<file path="src/rtl/shiftx_ift_pkg.sv">
// Shared constants and window/taint helpers for the shiftx_ift pipeline.
package shiftx_ift_pkg;

    localparam int TAG_WIDTH    = 32;
    localparam int CONSERVATIVE = 0;
    localparam int PRECISE      = 1;

    typedef enum logic [1:0] {
        TAINT_ZERO,
        TAINT_A,
        TAINT_AB
    } taint_sel_e;

    function automatic logic src_in_range(input int pos, input int a_width);
        return (pos >= 0) && (pos < a_width);
    endfunction

    // A window that reads nothing from A cannot leak A's tag unless the shift itself is tainted.
    function automatic taint_sel_e taint_select(input int mode, input logic b_tainted,
                                                input logic any_in_range);
        if (mode == CONSERVATIVE || b_tainted) begin
            return TAINT_AB;
        end else if (any_in_range) begin
            return TAINT_A;
        end
        return TAINT_ZERO;
    endfunction

endpackage

</file>
<file path="src/rtl/shiftx_ift_stage.sv">
// One valid/ready register slice; accepts a new beat whenever it is empty or draining.
module shiftx_ift_stage #(
    parameter int W = 8
) (
    input  logic         clk,
    input  logic         rst,
    input  logic         in_valid_i,
    output logic         in_ready_o,
    input  logic [W-1:0] in_data_i,
    output logic         out_valid_o,
    input  logic         out_ready_i,
    output logic [W-1:0] out_data_o
);

    logic         valid_q;
    logic [W-1:0] data_q;

    assign in_ready_o  = !valid_q || out_ready_i;
    assign out_valid_o = valid_q;
    assign out_data_o  = data_q;

    // NOTE: state registers use non-blocking assignments so every stage samples pre-edge values.
    // NOTE: the payload is reset too, because the outputs must read zero after reset.
    always_ff @(posedge clk) begin
        if (rst) begin
            valid_q <= 1'b0;
            data_q  <= '0;
        end else if (in_ready_o) begin
            valid_q <= in_valid_i;
            if (in_valid_i) begin
                data_q <= in_data_i;
            end
        end
    end

endmodule

</file>
<file path="src/rtl/shiftx_ift_pipe.sv">
// Windowed shift with taint tracking, computed at the input and carried through STAGES register slices.
module shiftx_ift_pipe #(
    parameter int B_SIGNED  = 1,
    parameter int A_WIDTH   = 8,
    parameter int B_WIDTH   = 4,
    parameter int Y_WIDTH   = 4,
    parameter int TAG_WIDTH = shiftx_ift_pkg::TAG_WIDTH,
    parameter int STAGES    = 2,
    parameter int PRECISE   = shiftx_ift_pkg::PRECISE,
    parameter int CNT_WIDTH = 16
) (
    input  logic                 clk,
    input  logic                 rst,
    input  logic                 in_valid,
    output logic                 in_ready,
    input  logic [A_WIDTH-1:0]   A,
    input  logic [TAG_WIDTH-1:0] A_t,
    input  logic [B_WIDTH-1:0]   B,
    input  logic [TAG_WIDTH-1:0] B_t,
    output logic                 out_valid,
    input  logic                 out_ready,
    output logic [Y_WIDTH-1:0]   Y,
    output logic [TAG_WIDTH-1:0] Y_t,
    input  logic                 taint_clr,
    output logic [CNT_WIDTH-1:0] taint_cnt
);

    localparam int PW     = Y_WIDTH + TAG_WIDTH;
    localparam int AIDX_W = (A_WIDTH > 1) ? $clog2(A_WIDTH) : 1;

    int                   shift;
    int                   pos;
    logic                 any_hit;
    logic [Y_WIDTH-1:0]   y_c;
    logic [TAG_WIDTH-1:0] y_t_c;

    // NOTE: every variable gets a default at the top of always_comb so no path infers a latch.
    always_comb begin
        shift   = (B_SIGNED != 0) ? int'($signed(B)) : int'(B);
        pos     = 0;
        any_hit = 1'b0;
        y_c     = '0;
        y_t_c   = '0;
        for (int i = 0; i < Y_WIDTH; i++) begin
            pos = shift + i;
            if (shiftx_ift_pkg::src_in_range(pos, A_WIDTH)) begin
                y_c[i]  = A[pos[AIDX_W-1:0]];
                any_hit = 1'b1;
            end
        end
        case (shiftx_ift_pkg::taint_select(PRECISE, |B_t, any_hit))
            shiftx_ift_pkg::TAINT_AB: y_t_c = A_t | B_t;
            shiftx_ift_pkg::TAINT_A:  y_t_c = A_t;
            default:                  y_t_c = '0;
        endcase
    end

    logic [STAGES:0] valid_c;
    logic [STAGES:0] ready_c;
    logic [PW-1:0]   data_c [0:STAGES];

    assign valid_c[0]      = in_valid;
    assign data_c[0]       = {y_c, y_t_c};
    assign in_ready        = ready_c[0];
    assign ready_c[STAGES] = out_ready;

    for (genvar k = 0; k < STAGES; k++) begin : g_stage
        shiftx_ift_stage #(
            .W(PW)
        ) u_stage (
            .clk         (clk),
            .rst         (rst),
            .in_valid_i  (valid_c[k]),
            .in_ready_o  (ready_c[k]),
            .in_data_i   (data_c[k]),
            .out_valid_o (valid_c[k+1]),
            .out_ready_i (ready_c[k+1]),
            .out_data_o  (data_c[k+1])
        );
    end

    assign out_valid = valid_c[STAGES];
    assign {Y, Y_t}  = data_c[STAGES];

    logic [CNT_WIDTH-1:0] taint_cnt_q;
    logic [CNT_WIDTH-1:0] taint_cnt_d;

    always_comb begin
        taint_cnt_d = taint_cnt_q;
        if (taint_clr) begin
            taint_cnt_d = '0;
        end else if (out_valid && out_ready && (|Y_t) && (taint_cnt_q != '1)) begin
            taint_cnt_d = taint_cnt_q + CNT_WIDTH'(1);
        end
    end

    always_ff @(posedge clk) begin
        if (rst) begin
            taint_cnt_q <= '0;
        end else begin
            taint_cnt_q <= taint_cnt_d;
        end
    end

    assign taint_cnt = taint_cnt_q;

endmodule

</file>
<file path="config.mk">
export PLATFORM = sky130hd
export DESIGN_NAME = shiftx_ift_pipe
export DESIGN_NICKNAME = d
export VERILOG_FILES = /design/src/rtl/shiftx_ift_pkg.sv /design/src/rtl/shiftx_ift_stage.sv /design/src/rtl/shiftx_ift_pipe.sv
export SDC_FILE = /design/constraint.sdc
export NUM_CORES = 1
export LEC_CHECK = 0
export BUFFER_PORTS_ARGS = -buffer_cell sky130_fd_sc_hd__buf_2
export CAP_MARGIN = 20
export CORE_MARGIN = 5
export CORE_UTILIZATION = 53
export CTS_BUF_LIST = sky130_fd_sc_hd__clkbuf_4 sky130_fd_sc_hd__clkbuf_8
export CTS_CLUSTER_SIZE = 24
export DETAILED_ROUTE_END_ITERATION = 10
export PLACE_DENSITY = 0.95
export SYNTH_ARGS = -nofsm -noshare
export SYNTH_HDL_FRONTEND = slang
export SYNTH_SLANG_ARGS = --single-unit
</file>
<file path="constraint.sdc">
create_clock -name clk -period 1.96 [get_ports clk]
set_input_delay 0.098 -clock clk [delete_from_list [all_inputs] [get_ports clk]]
set_output_delay 0.098 -clock clk [all_outputs]
set_load 0.02 [all_outputs]
</file>
==> metrics.md, run 1 <==
| Metric | Value |
|---|---|
| Tmin final | 1.83 ns |
| M1 WL | 4600 um |
| Die area | 9930 um2 |
| Total Wirelength | 11300 um |
| Post-DP HPWL | 8530 um |
| Cell row count | 32 |
| Ys Warns | 0 |
| Slew Limit Fails | 0 |
| CTS Sinks | 90 |
| Crit path buffers/inverters | 0 |
| Seq/Total Area, Yosys | 42.3% |
| I/O pins | 135 |
| Leak | 0.00203 uW |
| Initial DRT Pass Iterations | 5 |
| Number of I/O port buffers | 134 |
| Setup TNS | 0 ns |
| Syn nets | 603 |
| Chip width | 99.7 um |
| Run status | finished, final reports clean |
| Antenna viol nets, final | 0 |
| Via Count | 4117 |
| Crit-path max cell delay | 0.46 ns |
| Highest Signal Layer | met4 |
| VDD IR max | 450 uV |
| Core Area | 7770 um2 |
| Fin. Hold Viols | 0 |
| CP Cell Sequence | nand3_1 -> nor2_1 -> nand4_1 -> or4_1 -> a21oi_1 |
| Post-layout util | 63.7% |
| Distinct cells, synth | 46 |
| Final GP Congestion | 0.956 |
| Slowest CP cell | dfxtp_1 |
| Met3 routed WL | 894 um |
| Vias in the first global route | 3867 |
| Synth Instances | 517 |
| Most frequent cells in the layout | buf_2, nand2_1, dfxtp_1 |
| Antenna violations before repair | 0 |
| Clock buffer depth | 2 |
| Period Utilization, post-route | 93.3% |
| Synth Register Bits | 90 |
| Congestion Overflow GR | 0 |
| Worst EP required | 2.23 ns |
| Die Y | 99.7 um |
| Wire length per cell | 15.9 um |
| Worst-Skew Late Latency | 0.35 ns |
| Mapped Area | 4260 um2 |
| First-pass GRT wire length | 18100 um |
| CTS Buf Count | 9 |
| Starting DRC count in detailed routing | 237 |
| Pwr per Cell Area | 763 nW/um2 |
| Final setup viols | 0 |
| RSZ-0062 raised after global routing | false |
| Drt via density | 5.77 |
| Initial Util | 54.9% |
| CTS tree | yes |
| Commonest non-fill, non-tap cell in the layout | buf_2 |
| H-tree levels | 3 |
| F_max | 547 MHz |
| CTS root buffer | clkbuf_8 |
| Worst Setup Start Kind | register |
| Endpoint class of the critical path | register |
| Area delta synth->final | 16.2% |
| Family with the most delay on the worst path | simple AND/OR/NAND/NOR gates |
| Final #Nets | 693 |
| DRC | 0 |
| Gr usage total | 22.3% |
| Worst hold path class | in -> reg |
| Largest net degree at the start of global routing | 39 |
| Critical-path maximum fanout | 7 |
| Share of layout cells above drive strength 1 | 29.1% |
| MaxCap Viol Count | 0 |
| Clock skew | 0.0101 ns |
| Worst slew pin tran | 0.462 ns |
| Crit Path Class | reg -> reg |
| Metal2 WL | 5580 um |
| N_diodes | 0 |
| Clk slew on worst S/H paths | 0.09 ns |
| Setup bufs post-CTS | 0 |
| Syn_area_per_cell | 8.24 um2 |
| CP Data Arrival Time | 2.10 ns |
| Rel. slew slack | 68.4% |
==> power breakdown <==
group | internal, uW | leakage, uW | switching (uW) | total, uW
registers | 1900 | 0.000736 | 49.4 | 1950
clock network | 609 | 0.000100 | 667 | 1280
logic | 227 | 0.00119 | 321 | 548
total | 2740 | 0.00203 | 1040 | 3780
==> kinds of logic (layout without fill, tap and decap cells) <==
group                      count (synthesis)  count (layout)  share of synthesized area (%)
AOI/OAI and AO/OA                        137             137                           17.6
buffers and inverters                     71             166                           10.0
muxes                                     17              17                           6.37
adders and majority gates                  5               5                           1.47
DFF                                       90              90                           42.3
xor gates and xnor gates                   2               2                          0.411
and+or+nand+nor                          195             195                           21.8
==> cells in the mapped netlist, drive strengths merged <==
cell type  number  area, um2
or3             8       50.1
or4             8       63.8
o211a           1       10.0
mux4            8        180
o311ai          2       17.5
xnor2           2       17.5
o211ai          1       7.51
nor2           11       43.8
buf            48        342
nor2b           2       12.5
ha              5       62.6
nor4b           1       8.76
o31ai           7       52.6
o41ai           2       17.5
mux2            1       11.3
nor3            6       35.0
a31oi           1       6.26
nor4           16        100
nand3b          2       15.0
a21oi          84        420
nand2b          1       6.26
and3            2       12.5
inv             4       15.0
nor3b           1       7.51
and4            2       17.5
o21a            3       22.5
nand4           9       62.6
a2111oi         1       8.76
clkbuf         19       71.3
nand3           6       42.5
nand2         119        447
o21ai          34        170
a41oi           1       16.3
dfxtp          90       1800
or2             1       6.26
mux2i           8       80.1
==> flip-flops by register name (all words and copies together), names as in the netlist <==
register	flops
g_stage.u_stage.out_valid_o	2
g_stage.u_stage.out_data_o	72
taint_cnt	16
==> what timing repair did <==
item / in CTS / in global routing
gates resized for setup: 0 / 0
hold endpoints to repair: 1 / 0
hold buffers: 1 / 0
==> layout make-up <==
| type | instances | area (um2) |
|---|---|---|
| inverters | 4 | 15.0 |
| clock buffers | 10 | 131 |
| repair buffers | 146 | 776 |
| fillers | 682 | 2820 |
| multi-input cells | 356 | 2030 |
| clock inverters | 6 | 65.1 |
| well taps | 102 | 128 |
| flip-flops and latches | 90 | 1800 |
==> worst register-to-register path: cells and delay by family (launching register included) <==
kind | cells | cell delay [ns]
flops | 1 | 0.46
compound gates | 1 | 0.17
simple gates | 4 | 1.13
==> metal layers <==
metal / global-route usage (%) / up-vias
met3: 4.42 / 26
met1: 28.7 / 1899
li1: - / 1975
met5: 0 / -
met2: 37.1 / 217
met4: 8.19 / 0
==> metrics by stage <==
step                area [um2]  instances  power (uW)  hold WS, ns  setup slack, ns
floorplan                 4260        517        2340        0.227            0.141
global placement          4740        697        2510        0.350            0.196
detailed placement        4740        697        2530        0.359           0.0887
CTS                       4950        714        3800       0.0179            0.155
global route              4950        714        3960       0.0273           0.0256
finish                    4950        714        3780       0.0325            0.130
==> final timing paths <==
check                                    startpoint                                 to  slack (ns)  cells after the start
setup / recovery                       taint_cnt[2]                       taint_cnt[9]        0.13                      5
hold / removal                              A_t[29]  g_stage[0].u_stage.out_data_o[29]        0.03                      3
setup reg to reg                       taint_cnt[2]                       taint_cnt[9]        0.13                      5
hold reg to reg   g_stage[0].u_stage.out_data_o[32]  g_stage[1].u_stage.out_data_o[32]        0.46                      2
Note: power is estimated with default switching activity, not from simulation.
==> run 2: changes to the inputs <==
- CORE_UTILIZATION: 53 -> 45
- PLACE_DENSITY: 0.95 -> 0.84
==> run 2 against run 1 <==
Critical path depth up 1. Core utilization down 9.2 points. Non-clock buffer count up 5. Die area up 16%. Sequential share of layout area down 0.59 points. Sequential cell count unchanged. First-iteration DRC count down 25%. Setup slack better by 0.036 ns. Register-to-register slack better by 0.04 ns. Maximum frequency up 2.0%. Global-route usage down 2.6 points. Largest power group unchanged. Highest routed layer unchanged.
==> metrics.md, run 2 (synthesis results as in run 1) <==
| Metric | Value |
|---|---|
| Crit-path max cell delay | 0.49 ns |
| Total Wirelength | 11300 um |
| Gr usage total | 19.8% |
| Wire length per cell | 15.2 um |
| Largest net degree at the start of global routing | 41 |
| Fill cells | 871 |
| Antenna viol nets, final | 0 |
| Setup WS pre-CTS | 0.173 ns |
| Congestion Overflow GR | 0 |
| Final #Nets | 698 |
| Cell row count | 35 |
| Hold slack | 0.0218 ns |
| Die Y | 107 um |
| Worst r2r path cells | 6 |
| Register-to-register setup slack | 0.17 ns |
| N_diodes | 0 |
| Run status | finished, final reports clean |
| Rel. slew slack | 56.5% |
| Share of layout cells above drive strength 1 | 29.2% |
| CP Data Arrival Time | 2.09 ns |
| Worst r2r dst | taint_cnt[14] |
| CTS Sinks | 90 |
| I/O pins | 135 |
| Worst-Skew Late Latency | 0.36 ns |
| Final setup viols | 0 |
| Clock buffer depth | 2 |
| Vias in the first global route | 3891 |
| Initial Util | 46.1% |
| Antenna violations before repair | 0 |
| CP Cell Sequence | ha_2 -> nand2_1 -> nor2_1 -> nand2_1 -> or4_1 -> a21oi_1 |
| VDD IR max | 336 uV |
| DRC | 0 |
| Tmin final | 1.79 ns |
| Endpoint class of the critical path | register |
| Final GP Congestion | 0.874 |
| Reg-to-Reg Start | taint_cnt[0] |
| Clock skew | 0.0132 ns |
| Worst Setup Start Kind | register |
| CTS root buffer | clkbuf_8 |
| Via Count | 4028 |
| Worst hold path class | in -> reg |
| Final worst slack | 0.166 ns |
| Period Utilization, post-route | 91.5% |
| Pwr per Cell Area | 745 nW/um2 |
| Setup TNS | 0 ns |
| CTS tree | yes |
| Fin. Hold Viols | 0 |
| F_max | 558 MHz |
| H-tree levels | 3 |
| Critical path origin | taint_cnt[0] |
| MaxCap Viol Count | 0 |
| Crit Path Class | reg -> reg |
| Slowest CP cell | or4_1 |
| Core Area | 9240 um2 |
| Leak | 0.00204 uW |
| Drt via density | 5.40 |
| Number of I/O port buffers | 134 |
| Starting DRC count in detailed routing | 177 |
| Hold Crit Depth | 3 |
| CTS Buf Count | 9 |
| First-pass GRT wire length | 18300 um |
| Post-DP HPWL | 8650 um |
| Commonest non-fill, non-tap cell in the layout | buf_2 |
| Worst EP required | 2.26 ns |
| Clk slew on worst S/H paths | 0.10 ns |
| Most frequent cells in the layout | buf_2, nand2_1, dfxtp_1 |
| Setup bufs post-CTS | 0 |
| Die area | 11500 um2 |
| Critical-path maximum fanout | 5 |
| Initial DRT Pass Iterations | 5 |
| Max reg flops | 72 |
| Area delta synth->final | 18.2% |
| Chip width | 107 um |
| Worst slew pin tran | 0.637 ns |
| Slew Limit Fails | 0 |
| CP Capture Point | taint_cnt[14] |
| RSZ-0062 raised after global routing | false |
| Most used cell, CP | nand2_1 |
-- run 2: cell count changes in the layout (fill, tap and decap cells not counted), sizes merged --
cell | before | now
clkinv | 2 | 0
dlygate4sd3 | 1 | 6
inv | 6 | 9
bufinv | 1 | 0
-- run 2: routing by layer --
layer / vias to the layer above / GRT usage, % / wire length, um
met2: 173 / 34.4 / 5590
met5: - / 0 / 0
met4: 0 / 5.84 / 151
met3: 13 / 4.80 / 951
met1: 1860 / 24.1 / 4610
li1: 1982 / - / -
-- run 2: final cells by class --
type / count / area, um2 / area share (%)
clock buffers: 10 / 138 / 2.73
clock inverters: 6 / 56.3 / 1.12
inverters: 4 / 15.0 / 0.298
multi-input cells: 356 / 2040 / 40.4
flip-flops and latches: 90 / 1800 / 35.8
well taps: 129 / 161 / 3.20
repair buffers: 151 / 826 / 16.4
-- run 2: worst min-delay path by stage --
stage               slack [ns]                                 to      from
CTS                      0.003  g_stage[0].u_stage.out_data_o[31]   A_t[31]
finish                    0.02  g_stage[0].u_stage.out_data_o[17]   A_t[17]
detailed placement        0.36     g_stage[0].u_stage.out_valid_o  in_valid
floorplan                 0.23     g_stage[0].u_stage.out_valid_o  in_valid
global placement          0.35     g_stage[0].u_stage.out_valid_o  in_valid
global route             0.009  g_stage[0].u_stage.out_data_o[11]   A_t[11]
-- run 2: power by group --
part,internal [uW],total (uW),switching [uW],leakage [uW]
combinational,234,549,315,0.00121
clock,527,1250,724,0.0000977
sequential,1900,1950,49.8,0.000736
total,2660,3750,1090,0.00204
-- run 2: critical path: cells and delay by family (launching register included) --
family | cells | cell delay [ns]
compound gates | 1 | 0.14
fa+ha+maj | 1 | 0.24
simple gates | 4 | 0.94
flops | 1 | 0.42
-- run 2: metrics by stage --
stage | std cells | cell area, um2 | power (uW) | utilization, %
detailed placement | 724 | 4780 | 2530 | 51.7
finish | 746 | 5040 | 3750 | 54.5
global placement | 724 | 4780 | 2520 | 51.7
floorplan | 517 | 4260 | 2340 | -
CTS | 746 | 5030 | 3790 | 54.5
global route | 746 | 5040 | 3920 | 54.5
-- run 2: what timing repair did --
action,in CTS,in global routing
setup endpoints to repair,0,2
resized for setup,0,2
hold buffers,6,0
hold endpoints to repair,6,0
==> run 3: changes to the inputs <==
- ABC_AREA: not set -> 1
- PLACE_DENSITY: 0.84 -> 0.83
==> run 3 against run 2 <==
Register-to-register slack gained 0.02 ns. Clock-buffer cell count is the same. Largest cell class unchanged. Maximum frequency grew 1.4%. Cell count grew 25%. Largest power group unchanged. Sequential power grew 2%. Design area grew 8.8%. Hold slack gained 0.037 ns. Area after synthesis grew 11%. Core utilization shrank 1.4 points. Sequential cell count is the same. Total power grew 8.6%. Clock skew is essentially flat. Critical path type unchanged.
==> metrics.md, run 3 <==
| Metric | Value |
|---|---|
| Most used cell, CP | nand2_1 |
| CP Data Arrival Time | 2.04 ns |
| Synth Register Bits | 90 |
| Distinct cells, synth | 26 |
| Congestion Overflow GR | 0 |
| Antenna violations before repair | 0 |
| Setup TNS | 0 ns |
| Ys Warns | 0 |
| H-tree levels | 3 |
| Via Count | 4613 |
| Starting DRC count in detailed routing | 373 |
| Top post-synthesis cells by area | dfxtp_1, nand2_1, nor2_1, a21oi_1, buf_4 |
| Clock skew | 0.0128 ns |
| Seq/Total Area, Yosys | 38.0% |
| Synth cell count leaders | nand2_1, nor2_1, dfxtp_1 |
| Chip width | 113 um |
| CP Cell Sequence | ha_1 -> nand2_1 -> nor2_4 -> nand4_4 -> nand3_2 -> nand2_1 -> a21oi_1 |
| Commonest non-fill, non-tap cell in the layout | nand2_1 |
| Die Y | 113 um |
| Worst-Skew Late Latency | 0.35 ns |
| CTS root buffer | clkbuf_8 |
| Post-DP HPWL | 9230 um |
| Critical-path maximum fanout | 16 |
| Worst EP required | 2.23 ns |
| Worst Setup Start Kind | register |
| Tmin final | 1.77 ns |
| Gr usage total | 18.9% |
| Cell row count | 37 |
| Die area | 12700 um2 |
| Rel. slew slack | 56.0% |
| Drt via density | 4.97 |
| Post-layout util | 53.1% |
| Wire length per cell | 13.2 um |
| Slowest CP cell | dfxtp_1 |
| N_diodes | 0 |
| Period Utilization, post-route | 90.3% |
| First-pass GRT wire length | 20000 um |
| Mapped Area | 4740 um2 |
| Initial Util | 45.9% |
| Final setup viols | 0 |
| Area delta synth->final | 15.5% |
| Worst r2r path cells | 7 |
| Placed instance area | 5260 um2 |
| Clock buffer depth | 2 |
| RSZ-0062 raised after global routing | false |
| Endpoint class of the critical path | register |
| Fin area | 5480 um2 |
| Worst hold path class | in -> reg |
| Fraction of registers with async set/reset | 0% |
| Clk slew on worst S/H paths | 0.09 ns |
| Setup WS pre-CTS | 0.215 ns |
| Post-synth top flop | dfxtp_1 |
| Family with the most delay on the worst path | simple AND/OR/NAND/NOR gates |
| Leak | 0.00251 uW |
| MaxCap Viol Count | 0 |
| Number of I/O port buffers | 134 |
| Post-synth top area cell | dfxtp_1 |
| CTS Hold Bufs | 0 |
| Syn nets | 785 |
| Fin. Hold Viols | 0 |
| Post-CTS sizing | 0 |
| CTS Sinks | 90 |
| Core Area | 10300 um2 |
| Worst slew pin tran | 0.660 ns |
| Final #Nets | 874 |
| Antenna viol nets, final | 0 |
| Worst r2r dst | taint_cnt[0] |
| Crit Path Class | reg -> reg |
| I/O pins | 135 |
| CTS tree | yes |
| Reg-to-Reg Start | taint_cnt[1] |
| Synth Instances | 699 |
| Crit path buffers/inverters | 0 |
| Hold Crit Depth | 2 |
| Crit-path max cell delay | 0.42 ns |
| Slew Limit Fails | 0 |
| Final Power | 4080 uW |
| Fill cells | 1059 |
| F_max | 565 MHz |
| DRC | 0 |
| Worst hold start | rst |
| Most frequent cells in the layout | nand2_1, buf_2, nor2_1 |
| Run status | finished, final reports clean |
| VDD IR max | 436 uV |
| Most common cell in the synthesized netlist | nand2_1 |
| Final worst slack | 0.190 ns |
| Pwr per Cell Area | 744 nW/um2 |
| Largest net degree at the start of global routing | 38 |
| CTS Buf Count | 9 |
| Setup bufs post-CTS | 0 |
| Share of layout cells above drive strength 1 | 25.1% |
| Endpoint, Worst Hold | g_stage[0].u_stage.out_data_o[8] |
| Initial DRT Pass Iterations | 5 |
| Max reg flops | 72 |
| Vias in the first global route | 4258 |
| Register-to-register setup slack | 0.19 ns |
| EDFF count, synth | 0 |
| Total Wirelength | 12200 um |
| Area fraction of the dominant cell type after synthesis | 38.0% |
| Syn_area_per_cell | 6.79 um2 |
| Final GP Congestion | 0.886 |
## run 3: how the worst max path moves through the flow
stage                            start       endpoint  depth (start not counted)
after global routing      taint_cnt[0]   taint_cnt[0]                          7
final                     taint_cnt[1]   taint_cnt[0]                          7
after floorplan           taint_cnt[1]   taint_cnt[8]                          7
after global placement    taint_cnt[1]  taint_cnt[15]                          7
after CTS                 taint_cnt[0]   taint_cnt[0]                          7
after detailed placement  taint_cnt[0]   taint_cnt[0]                          7
## run 3: cell families (layout without fill, tap and decap cells)
logic type	after synthesis	after routing	synth area share (%)
compound gates	125	125	13.3
xor+xnor	8	8	1.48
fa+ha+maj	5	5	1.32
buf+inv	110	204	12.1
flops	90	90	38.0
simple gates	361	361	33.8
## run 3: power breakdown
part	internal, uW	switching (uW)	leakage, uW
sequential	1930	60.0	0.000740
combinational	260	406	0.00166
clock	738	676	0.000110
total	2930	1140	0.00251
## run 3: area by class of cell
class,instances,area [um2],area share (%)
clock buffers,10,131,2.40
repair buffers,146,761,13.9
multi-input cells,499,2370,43.2
flip-flops and latches,90,1800,32.9
inverters,42,158,2.88
clock inverters,6,90.1,1.64
well taps,136,170,3.11
## run 3: per-layer routing
metal | GRT usage, % | routed length [um] | vias to the layer above
met4 | 5.37 | 166 | 0
li1 | - | - | 2417
met5 | 0 | 0 | -
met3 | 4.15 | 817 | 13
met1 | 24.4 | 5420 | 2039
met2 | 31.8 | 5850 | 144
## run 3: through the flow
step           std cells  hold WS (ns)
3_3_place_gp         913         0.430
4_1_cts              929        0.0458
5_1_grt              929        0.0608
6_report             929        0.0591
3_5_place_dp         913         0.429
2_1_floorplan        699         0.292
